==> config.mk <==
export PLATFORM = sky130hd
export DESIGN_NAME = fl_first_extract
export DESIGN_NICKNAME = d
export VERILOG_FILES = /design/src/rtl/fl_tools_pkg.sv /design/src/rtl/fl_first_extract.sv
export SDC_FILE = /design/constraint.sdc
export NUM_CORES = 1
export LEC_CHECK = 0
export CAP_MARGIN = 20
export CORE_MARGIN = 2
export CORE_UTILIZATION = 39
export CTS_CLUSTER_SIZE = 24
export DETAILED_ROUTE_END_ITERATION = 10
export MAX_ROUTING_LAYER = met4
export PLACE_DENSITY = 0.87
export SYNTH_ARGS = -nofsm -noshare
export SYNTH_HDL_FRONTEND = slang
export SYNTH_SLANG_ARGS = --single-unit
==> constraint.sdc <==
create_clock -name CLK -period 3.5 [get_ports CLK]
set_input_delay 0.35 -clock CLK [delete_from_list [all_inputs] [get_ports CLK]]
set_output_delay 0.35 -clock CLK [all_outputs]
set_load 0.005 [all_outputs]
==> src/rtl/fl_tools_pkg.sv <==
// Shared FrameLink helpers: frame-walk state encoding and REM port width.
package fl_tools_pkg;

    typedef enum logic [1:0] {
        FIRST  = 2'd0,
        SECOND = 2'd1,
        BODY   = 2'd2
    } fl_state_t;

    // Bits needed to address a byte lane inside one data word (never below 1).
    function automatic int unsigned rem_width(input int unsigned data_width);
        int unsigned w;
        w = $clog2(data_width / 8);
        return (w < 1) ? 1 : w;
    endfunction

endpackage

==> src/rtl/fl_first_extract.sv <==
// Strips the first word of every FrameLink frame onto a side port; the rest passes through.
// Define FL_FIRST_EXTRACT_CNT_EN to build the extracted-word counter behind FRAME_CNT.
module fl_first_extract
    import fl_tools_pkg::*;
#(
    parameter  int unsigned DATA_WIDTH = 32,
    localparam int unsigned REM_WIDTH  = rem_width(DATA_WIDTH)
) (
    input  logic                  CLK,
    input  logic                  RESET_N,

    input  logic [DATA_WIDTH-1:0] RX_DATA,
    input  logic [REM_WIDTH-1:0]  RX_REM,
    input  logic                  RX_SOF_N,
    input  logic                  RX_EOF_N,
    input  logic                  RX_SOP_N,
    input  logic                  RX_EOP_N,
    input  logic                  RX_SRC_RDY_N,
    output logic                  RX_DST_RDY_N,

    output logic [DATA_WIDTH-1:0] TX_DATA,
    output logic [REM_WIDTH-1:0]  TX_REM,
    output logic                  TX_SOF_N,
    output logic                  TX_EOF_N,
    output logic                  TX_SOP_N,
    output logic                  TX_EOP_N,
    output logic                  TX_SRC_RDY_N,
    input  logic                  TX_DST_RDY_N,

    output logic [DATA_WIDTH-1:0] EXT_DATA,
    output logic [REM_WIDTH-1:0]  EXT_REM,
    output logic                  EXT_VLD,
    input  logic                  EXT_RDY,

    output logic [31:0]           FRAME_CNT
);

    fl_state_t             state;
    fl_state_t             next_state;
    logic                  rx_rdy;
    logic                  rx_xfer;
    logic                  ext_load;
    logic [DATA_WIDTH-1:0] ext_data_q;
    logic [REM_WIDTH-1:0]  ext_rem_q;
    logic                  ext_vld_q;

    assign rx_xfer = rx_rdy && !RX_SRC_RDY_N;

    // State register
    always_ff @(posedge CLK or negedge RESET_N) begin
        if (!RESET_N) begin
            state <= FIRST;
        end else begin
            state <= next_state;
        end
    end

    // Next state, RX backpressure and the zero-latency RX-to-TX path
    always_comb begin
        next_state   = state;
        rx_rdy       = 1'b0;
        ext_load     = 1'b0;
        TX_DATA      = RX_DATA;
        TX_REM       = RX_REM;
        TX_EOF_N     = RX_EOF_N;
        TX_EOP_N     = RX_EOP_N;
        TX_SOF_N     = 1'b1;
        TX_SOP_N     = 1'b1;
        TX_SRC_RDY_N = 1'b1;

        unique case (state)
            FIRST: begin
                // Only here may a full EXT register hold off RX.
                rx_rdy = !ext_vld_q || EXT_RDY;
                if (rx_xfer && !RX_SOF_N) begin
                    ext_load = 1'b1;
                    if (RX_EOF_N) begin
                        next_state = SECOND;
                    end
                end
            end
            SECOND: begin
                TX_SOF_N     = 1'b0;
                TX_SOP_N     = 1'b0;
                TX_SRC_RDY_N = RX_SRC_RDY_N;
                rx_rdy       = !TX_DST_RDY_N;
                if (rx_xfer) begin
                    next_state = RX_EOF_N ? BODY : FIRST;
                end
            end
            BODY: begin
                TX_SOP_N     = RX_SOP_N;
                TX_SRC_RDY_N = RX_SRC_RDY_N;
                rx_rdy       = !TX_DST_RDY_N;
                if (rx_xfer && !RX_EOF_N) begin
                    next_state = FIRST;
                end
            end
            default: begin
                next_state = FIRST;
            end
        endcase

        // Both handshakes stay closed while reset is held.
        if (!RESET_N) begin
            rx_rdy       = 1'b0;
            TX_SRC_RDY_N = 1'b1;
        end

        RX_DST_RDY_N = !rx_rdy;
    end

    // Extracted-word register; a load on the handshake edge keeps it valid
    always_ff @(posedge CLK or negedge RESET_N) begin
        if (!RESET_N) begin
            ext_data_q <= '0;
            ext_rem_q  <= '0;
            ext_vld_q  <= 1'b0;
        end else if (ext_load) begin
            ext_data_q <= RX_DATA;
            ext_rem_q  <= RX_REM;
            ext_vld_q  <= 1'b1;
        end else if (ext_vld_q && EXT_RDY) begin
            ext_vld_q  <= 1'b0;
        end
    end

    assign EXT_DATA = ext_data_q;
    assign EXT_REM  = ext_rem_q;
    assign EXT_VLD  = ext_vld_q;

`ifdef FL_FIRST_EXTRACT_CNT_EN
    logic [31:0] frame_cnt_q;

    // Free-running count of extracted words, wraps naturally
    always_ff @(posedge CLK or negedge RESET_N) begin
        if (!RESET_N) begin
            frame_cnt_q <= '0;
        end else if (ext_load) begin
            frame_cnt_q <= frame_cnt_q + 32'd1;
        end
    end

    assign FRAME_CNT = frame_cnt_q;
`else
    assign FRAME_CNT = 32'd0;
`endif

endmodule

==> impl_metrics.csv <==
group,metric,value,unit
outcome,status,"completed",
timing,worst_hold_slack,0.117,ns
timing,relSlewSlack,55.5,%
pwr,power_density,705,nW/µm²
setup_path,r2r_setup_slack,1.12,ns
yosys,synth-async-reset-ratio,100,%
floorplan,dieArea,6250,µm²
global_route,grt_pass1_vias,1434,
timing,slew_viol_final,0,
yosys,synth-main-ff-cell,"dfrtp_1",
setup_path,crit_type,"flop to output port",
floorplan,die-height,79.1,µm
timing,setup_viol,0,
run,maxCapViolCount,0,
floorplan,core_area,5470,µm²
yosys,synth_top_area_cell,"dfrtp_1",
layout,fill_cells,453,
clocking,clock-sinks,37,
layout,syn_to_final_growth,42.6,%
place,port_buffers,115,
yosys,seq_area_frac_synth,42.1,%
pwr,total_power,2.21,mW
floorplan,die_w,79.1,µm
clocking,clock_latency,0.28,ns
yosys,synth_cells,173,
timing,min_period,2.47,ns
global_route,grt_first_pass_wirelength,6750,µm
setup_path,crit_path_end_kind,"output port",
timing,rsz0062_at_grt,"no",
yosys,yosysWarnings,0,
drt,wl_per_cell,13.2,µm
place,dp_hpwl,3370,µm
drt,route.met2.wl,2290,µm
clocking,cts_buffers,5,
timing,setup_tns,0,ns
timing,fmax,406,MHz
place,gp_congestion,0.865,
global_route,overflow,0,
setup_path,crit_chain,"inv_1 -> ha_1 -> nor2b_1 -> a21o_1 -> nand3b_1 -> clkdlybuf4s50_1",
yosys,yosys-top-cells-area,"dfrtp_1, buf_4, mux2_4, mux2_2, ha_1",
yosys,synth.most_common_cell,"buf_4",
clocking,cts_root_buf,"clkbuf_8",
clocking,postCtsSetupRepairBufs,0,
drt,drt_pass1_iterations,2,
timing,skew,0.00702,ns
layout,post_route_cells_drive_above_1_share,19.1,%
setup_path,crit_buf_inv,2,
clocking,cts_max_level,2,
floorplan,start_util,40.2,%
global_route,track_usage,14.2,%
setup_path,crit_family,"buffers and inverters",
floorplan,io_pins,150,
setup_path,cp.arrival,2.12,ns
timing,worstMarginPinSlew,0.667,ns
drt,vias_per_cell,4.28,
yosys,synth_common_cells,"buf_4, dfrtp_1, mux2_4, mux2_2, ha_1",
setup_path,crit_slowest_cell,"clkdlybuf4s50_1",
yosys,synth_edf_count,0,
drt,dr_total_vias,1407,
drt,drc,0,
pwr,p_leak,1.44,nW
layout,final_nets,303,
setup_path,cp_max_fo,4,
drt,routed-wl-met3,358,µm
setup_path,cp.required,3.15,ns
clocking,clk_path_buf_depth,2,
place,place_inst,321,
clocking,clk_pin_slew_worst_paths,0.07,ns
yosys,synth_top_area_share,42.1,%
global_route,antenna_found_initial,0,
clocking,cts_hold_buf,0,
drt,routed_wl,4340,µm
yosys,synth_seq_cells,37,
clocking,cts_resized,0,
yosys,synth.distinct_cells,25,
timing,hold_violations,0,
drt,highest_layer,"met4",
timing,finalCritPeriodShare,70.4,%
pwr,ir_worst_vdd,349,µV
yosys,synthesis.area,2200,µm²
floorplan,rows,27,
drt,wl_met1,1630,µm
clocking,cts_tree,"built",
yosys,synth.avg_cell_area,12.7,µm²
drt,ant_nets,0,
setup_path,max_stage_delay,0.53,ns
layout,n_antenna_cell,0,
drt,drtIter0Drc,17,
setup_path,start_kind,"flop",
global_route,grt_max_degree,40,
worst_hold_path,min_path_type,"input port to async pin",
layout,final_cells,329,
[cells by family after synthesis]
family | after synthesis | share of synthesized area, %
compound gates | 9 | 2.79
fa+ha+maj | 4 | 2.28
buf+inv | 74 | 25.3
flops | 37 | 42.1
mux | 35 | 22.7
other cells | 1 | 0.171
simple gates | 13 | 4.67
[stage by stage]
| stage | setup slack, ns | util (%) | instance area [µm²] |
|---|---|---|---|
| after floorplan | 1.65 | - | 2310 |
| after global placement | 1.09 | 55.1 | 3010 |
| after detailed placement | 1.02 | 55.1 | 3010 |
| after CTS | 1.02 | 57.3 | 3130 |
| after global routing | 0.934 | 57.3 | 3130 |
| final | 1.03 | 57.3 | 3130 |
[worst register-to-register path: stages, from the launching register on]
cell,delay (ns)
dfrtp_1,0.40
inv_1,0.09
ha_1,0.31
nor2b_1,0.21
a21o_1,0.21
nand3_4,0.53
mux2_4,0.51
[sequential cells by signal (all words and copies together), names as in the netlist]
signal,cells
EXT_REM,2
EXT_VLD,1
EXT_DATA,32
state,2
[area by class of cell]
type / instances / area [µm²] / area share [%]
clock inverters: 2 / 37.5 / 1.20
repair buffers: 116 / 1150 / 36.8
clock buffers: 6 / 82.6 / 2.63
inverters: 3 / 11.3 / 0.359
well taps: 72 / 90.1 / 2.87
multi-input cells: 93 / 833 / 26.6
flip-flops and latches: 37 / 926 / 29.5
[metal layers]
metal  GRT usage [%]  vias to the layer above
met4            5.52                        0
met2            23.5                       86
li1                -                      647
met3            4.32                        7
met5               -                        -
met1            16.1                      667
[final timing paths]
check / startpoint / end / depth (start not counted)
max: state[0] / RX_DST_RDY_N / 6
min: RESET_N / EXT_DATA[8] / 2
max reg2reg: state[0] / EXT_DATA[11] / 6
min reg2reg: EXT_DATA[8] / EXT_DATA[8] / 1
max in group asynchronous: RESET_N / EXT_DATA[4] / 2
min in group CLK: EXT_DATA[8] / EXT_DATA[8] / 1
[layout by cell type (no fill, tap or decap), types with 2 or more instances in the layout]
cell and count:
a21oi_1 2, clkbuf_8 6, clkdlybuf4s50_1 114, conb_1 32, dfrtp_1 37, ha_1 4, inv_1 3, mux2_2 7
mux2_4 28, nand2b_1 2, nand3b_1 3, o21ai_0 2
[where the power goes]
part | internal [mW] | switching, mW
Combinational | 0.757 | 0.309
Sequential | 0.639 | 0.123
Clock | 0.232 | 0.149
Total | 1.63 | 0.581
(Power assumes the default switching activity.)
